[src/rtl/bru_pkg.sv]
// Shared definitions for the branch resolve unit.
// Contents:
//   br_funct3_e  - RV32I conditional-branch funct3 encodings
//   XLEN_DEFAULT - default operand width
//   br_result_t  - registered per-instruction result record
package bru_pkg;

  localparam int XLEN_DEFAULT = 32;

  typedef enum logic [2:0] {
    BEQ  = 3'b000,
    BNE  = 3'b001,
    BLT  = 3'b100,
    BGE  = 3'b101,
    BLTU = 3'b110,
    BGEU = 3'b111
  } br_funct3_e;

  typedef struct packed {
    logic eq;
    logic lt;
    logic taken;
    logic mispredict;
    logic illegal;
  } br_result_t;

endpackage

[src/rtl/branch_cond.sv]
// Combinational branch condition evaluator.
// Ports:
//   a, b      in  [XLEN-1:0] rs1 / rs2 operands
//   funct3    in  [2:0]      branch funct3 field
//   is_branch in             instruction is a conditional branch
//   eq        out            a == b, regardless of funct3
//   lt        out            a < b, unsigned when funct3[1] is set
//   taken     out            decoded branch outcome
//   illegal   out            is_branch with a reserved funct3 (010/011)
module branch_cond
  import bru_pkg::*;
#(
  parameter int XLEN = XLEN_DEFAULT
) (
  input  logic [XLEN-1:0] a,
  input  logic [XLEN-1:0] b,
  input  logic [2:0]      funct3,
  input  logic            is_branch,
  output logic            eq,
  output logic            lt,
  output logic            taken,
  output logic            illegal
);

  // funct3[1] separates the unsigned pair (BLTU/BGEU) from the signed
  // pair, so the compare select comes straight from the encoding.
  always_comb begin
    eq      = (a == b);
    lt      = funct3[1] ? (a < b) : ($signed(a) < $signed(b));
    taken   = 1'b0;
    illegal = 1'b0;
    if (is_branch) begin
      case (funct3)
        BEQ:         taken = eq;
        BNE:         taken = !eq;
        BLT, BLTU:   taken = lt;
        BGE, BGEU:   taken = !lt;
        default:     illegal = 1'b1;
      endcase
    end
  end

endmodule

[src/rtl/branch_resolve_unit.sv]
// Branch resolve unit for the EX/MEM boundary: evaluates the branch
// condition, registers it in one stage and flags mispredicts.
// Optional feature macro: BRU_PERF_CNT_EN (branch / mispredict counters).
// Ports:
//   clk, rst        clock, synchronous active-high reset
//   in_valid        inputs on this cycle are live
//   is_branch       instruction is a conditional branch
//   funct3 [2:0]    branch funct3 field
//   a, b [XLEN-1:0] operands
//   pred_taken      front-end prediction
//   stall           hold the output stage (inputs are dropped)
//   flush           kill the in-flight result
//   clr_cnt         (BRU_PERF_CNT_EN) clear counters
//   br_cnt, mis_cnt (BRU_PERF_CNT_EN) saturating event counters [CNT_W-1:0]
//   out_valid, eq, lt, taken, mispredict, illegal  registered results
module branch_resolve_unit
  import bru_pkg::*;
#(
  parameter int XLEN  = XLEN_DEFAULT,
  parameter int CNT_W = 32
) (
  input  logic             clk,
  input  logic             rst,
  input  logic             in_valid,
  input  logic             is_branch,
  input  logic [2:0]       funct3,
  input  logic [XLEN-1:0]  a,
  input  logic [XLEN-1:0]  b,
  input  logic             pred_taken,
  input  logic             stall,
  input  logic             flush,
`ifdef BRU_PERF_CNT_EN
  input  logic             clr_cnt,
  output logic [CNT_W-1:0] br_cnt,
  output logic [CNT_W-1:0] mis_cnt,
`endif
  output logic             out_valid,
  output logic             eq,
  output logic             lt,
  output logic             taken,
  output logic             mispredict,
  output logic             illegal
);

  logic       cond_eq;
  logic       cond_lt;
  logic       cond_taken;
  logic       cond_illegal;
  logic       load;
  logic       out_valid_q;
  br_result_t res_d;
  br_result_t res_q;

  branch_cond #(.XLEN(XLEN)) u_cond (
    .a         (a),
    .b         (b),
    .funct3    (funct3),
    .is_branch (is_branch),
    .eq        (cond_eq),
    .lt        (cond_lt),
    .taken     (cond_taken),
    .illegal   (cond_illegal)
  );

  // eq/lt pass through ungated so an idle slot still holds a
  // deterministic value; everything with a side effect is gated by in_valid.
  always_comb begin
    res_d.eq         = cond_eq;
    res_d.lt         = cond_lt;
    res_d.taken      = in_valid & cond_taken;
    res_d.illegal    = in_valid & cond_illegal;
    res_d.mispredict = in_valid & (cond_taken ^ pred_taken);
  end

  assign load = !flush && !stall;

  // Flush only drops the valid bit; the stale result is harmless
  // because consumers qualify it with out_valid.
  always_ff @(posedge clk) begin
    if (rst) begin
      out_valid_q <= 1'b0;
      res_q       <= '0;
    end else if (flush) begin
      out_valid_q <= 1'b0;
    end else if (!stall) begin
      out_valid_q <= in_valid;
      res_q       <= res_d;
    end
  end

`ifdef BRU_PERF_CNT_EN
  logic [CNT_W-1:0] br_cnt_q;
  logic [CNT_W-1:0] mis_cnt_q;

  // Counters only advance on edges that actually load a result, and stick
  // at all-ones rather than wrapping.
  always_ff @(posedge clk) begin
    if (rst || clr_cnt) begin
      br_cnt_q  <= '0;
      mis_cnt_q <= '0;
    end else if (load) begin
      if (in_valid && is_branch && (br_cnt_q != '1))
        br_cnt_q <= br_cnt_q + 1'b1;
      if (res_d.mispredict && (mis_cnt_q != '1))
        mis_cnt_q <= mis_cnt_q + 1'b1;
    end
  end

  assign br_cnt  = br_cnt_q;
  assign mis_cnt = mis_cnt_q;
`else
  logic unused_load;
  localparam int unused_cnt_w = CNT_W;
  assign unused_load = load;
`endif

  assign out_valid  = out_valid_q;
  assign eq         = res_q.eq;
  assign lt         = res_q.lt;
  assign taken      = res_q.taken;
  assign mispredict = res_q.mispredict;
  assign illegal    = res_q.illegal;

endmodule

[config.mk]
export PLATFORM = sky130hd
export DESIGN_NAME = branch_resolve_unit
export DESIGN_NICKNAME = d
export VERILOG_FILES = /design/src/rtl/bru_pkg.sv /design/src/rtl/branch_cond.sv /design/src/rtl/branch_resolve_unit.sv
export SDC_FILE = /design/constraint.sdc
export NUM_CORES = 1
export LEC_CHECK = 0
export ABC_AREA = 1
export BUFFER_PORTS_ARGS = -buffer_cell sky130_fd_sc_hd__buf_2
export CORE_MARGIN = 3
export CORE_UTILIZATION = 46
export DETAILED_ROUTE_END_ITERATION = 7
export GPL_TIMING_DRIVEN = 0
export PLACE_DENSITY_LB_ADDON = 0.1
export SYNTH_ARGS = -nofsm -noshare
export SYNTH_HDL_FRONTEND = slang
export SYNTH_SLANG_ARGS = --single-unit
[constraint.sdc]
create_clock -name clk -period 2.7 [get_ports clk]
set_input_delay 0 -clock clk [delete_from_list [all_inputs] [get_ports clk]]
set_output_delay 0 -clock clk [all_outputs]
set_load 0.01 [all_outputs]
==> impl_metrics.ini <==
[outcome]
status = complete, no violations

[setup_path]
worstPathArrival_ns = 1.60
rrSetupSlack_ns = 1.53
crit_path_max_incr_delay_ns = 0.32
worstSetupPathType = primary input to flip-flop
slowest_stage = ha_1
crit_chain = buf_2 > inv_1 > ha_1 > nand2_2 > nor2_4 > nand2_2 > nor3b_2 > nand2_1 > nand2_1 > nand2_1 > nand2_1 > nand2_1 > nand3_2 > nand2_2 > nand2_2 > nand3_2 > a21oi_2
cpMostUsedCell = nand2_1
crit_buf_inv = 2
path_max_fanout = 3
reg2reg_from = out_valid
path_delay_family = simple AND/OR/NAND/NOR gates
reg2reg_to = out_valid
setup.worst_path.start_class = primary input
crit_path_end_kind = flip-flop
crit_required_ns = 2.89
worstRegToRegCells = 3
cp-startpoint = b[31]

[pwr]
irDropWorstVdd_v = 0.0003049
finalPower_uw = 385.5
p_per_area_mw_per_mm2 = 223.8
leakagePower_uw = 0.001092

[cts]
ctsResizeCount = 0
clk_path_buf_depth = 2
post_cts_buffers = 0
clk_latency_ns = 0.25
cts_max_level = 1
clkSinkCount = 6
cts_buffers = 3
clockRootBuffer = clkbuf_4
path_clk_slew_ns = 0.04
cts_tree = done

[routing]
drt_wl_total_um = 2570
drc = 0
num_vias = 1386
dr.first_iter.drc_count = 24
final_antenna_net_count = 0
wire_per_inst_um = 8.344
avgViaCountPerCell = 4.500
drt-pass1-iter-count = 3

[layout]
seqCellArea_um2 = 120.1
num-nets-final = 386
layout-drive-gt1-share = 0.3525
area_delta_synth_final_pct = 39.23
n_fill_cell = 256
n_antenna_cell = 0
finish.instance_area_mm2 = 0.001723
multi_input_area_um2 = 937.1

[timing]
maxSlewViolCount = 0
setup_viol = 0
tns_ns = 0
setup_ws_ns = 1.286
worstMarginPinSlew_ns = 0.2376
rsz0062_at_grt = no
max_freq_ghz = 0.7071
finClkSkew_ns = 0
slew_headroom = 0.8410
finalCritPeriodShare = 0.5238
finalCriticalPeriod_ns = 1.414
hold_viol_final = 0

[synthesis]
yosys.area_share.adder = 0.3236
synthXorXnorAreaFrac = 0
synthMuxAreaShare = 0
synth_top_family_by_area = adder cells
synth_area_mm2 = 0.001237
ys_warn_count = 0
syn_nets = 299
yosysUniqueCellTypes = 23
syn_area_per_cell_um2 = 6.412
synth_cells = 193
ys_seq_area_frac = 0.09707
yosys.area_share.simple = 0.3145
synth_compound_area_frac = 0.1193
yosys_register_bits = 6

[placed_design]
place_ws_ns = 1.009
gp_congestion = 0.7306
portBuffers = 79
place_area_mm2 = 0.001670
dp_hpwl_um = 2337

[grt]
first_global_vias = 1248
antenna_found_initial = 0
grt_pass1_wl_um = 4416
grt.total_usage = 0.1613
overflow = 0
grt_max_degree = 7

[min_path]
hold-path-endpoint = taken
hp-class = primary input to flip-flop
hold_start = is_branch
worstHoldPathCells = 3

[floorplanning]
start_util = 0.4906
die_h_um = 57.87
rows = 18
coreArea_mm2 = 0.002522
die-area_mm2 = 0.003348
io_pins = 80
die_x_um = 57.87

[job]
drv_cap = 0
==> report_power, final <==
group | internal, µW | leakage [µW] | switching (µW) | total, µW
clock | 50.4 | 0.0000138 | 34.2 | 84.6
sequential | 92.3 | 0.0000489 | 1.35 | 93.6
combinational | 104 | 0.00103 | 104 | 207
==> metal layers <==
metal,GRT usage,vias up,share of wire
met3,0.04232,2,0.090
li1,-,779,-
met5,0,-,0
met4,0.02980,0,0.0027
met2,0.3048,47,0.46
met1,0.1806,558,0.45
==> sequential cells by signal, indices dropped and copies added (netlist names) <==
| signal | cells |
|---|---|
| mispredict | 1 |
| taken | 1 |
| out_valid | 1 |
| illegal | 1 |
| eq | 1 |
| lt | 1 |
==> cells in the final DEF, fill, tap and decap left out <==
cell type / Yosys / routed
a21oi_2: 1 / 1
nor2_1: 18 / 18
nand4_1: 3 / 3
nand3_4: 1 / 1
nor2_4: 2 / 2
dfxtp_1: 6 / 6
nand2_1: 40 / 40
a211oi_1: 1 / 1
inv_2: 1 / 1
a32oi_1: 1 / 1
nor3b_2: 1 / 1
a21o_1: 1 / 1
nor3_1: 1 / 1
nand3_2: 2 / 2
nand3_1: 5 / 5
nor2_2: 2 / 2
nand2_2: 6 / 6
inv_1: 46 / 46
clkinv_1: 1 / 1
o21a_1: 2 / 2
ha_1: 32 / 32
a21oi_1: 16 / 16
dlygate4sd3_1: 0 / 3
buf_2: 0 / 79
o21ai_0: 4 / 4
clkbuf_4: 0 / 3
==> worst reg2reg max path: cells and delay by family, from the launching register on <==
kind            cells  cell delay, ns
buf+inv             1            0.58
simple gates        1            0.14
compound gates      1            0.06
flops               1            0.33
==> worst max path at each step <==
stage            endpoint  slack, ns  cells past startpoint
2_1_floorplan  mispredict       1.28                     16
3_3_place_gp   mispredict       1.05                     17
3_5_place_dp   mispredict       1.01                     17
4_1_cts        mispredict       1.26                     17
5_1_grt        mispredict       1.08                     15
6_report       mispredict       1.29                     17
==> repair_timing <==
action | in CTS | in global routing
hold buffers | 3 | 0
endpoints found under the hold margin | 3 | 0
endpoints found under the setup margin | 0 | 0
==> layout make-up <==
class                      instances  share of cell area
sequential                         6             0.06972
multi-input combinational        139              0.5439
inverter                          48              0.1046
clock buffer                       3             0.01307
tap                               30             0.02179
timing repair buffer              82              0.2469
==> logic make-up (layout without fill, tap and decap cells) <==
| logic type | after synthesis | count (layout) |
|---|---|---|
| buffers and inverters | 48 | 133 |
| adders and majority gates | 32 | 32 |
| AOI/OAI and AO/OA | 26 | 26 |
| DFF | 6 | 6 |
| and+or+nand+nor | 81 | 81 |
==> cell usage after synthesis, drive strengths merged <==
library cell | number | area share
inv | 47 | 0.14
nor2 | 22 | 0.083
a21o | 1 | 0.0061
a21oi | 17 | 0.072
nor3 | 1 | 0.0040
o21a | 2 | 0.012
o21ai | 4 | 0.016
dfxtp | 6 | 0.097
nand2 | 46 | 0.15
nand4 | 3 | 0.015
a211oi | 1 | 0.0061
ha | 32 | 0.32
nand3 | 8 | 0.051
clkinv | 1 | 0.0030
a32oi | 1 | 0.0071
nor3b | 1 | 0.010
==> through the flow <==
step                      hold WS, ns    util  instances
after floorplan               0.06244       -        193
after global placement         0.1850  0.6622        302
after detailed placement       0.1849  0.6622        302
after CTS                     0.05953  0.6830        308
after global routing          0.07635  0.6830        308
final                         0.06562  0.6830        308
No activity file was read; power rests on OpenSTA's default activity.
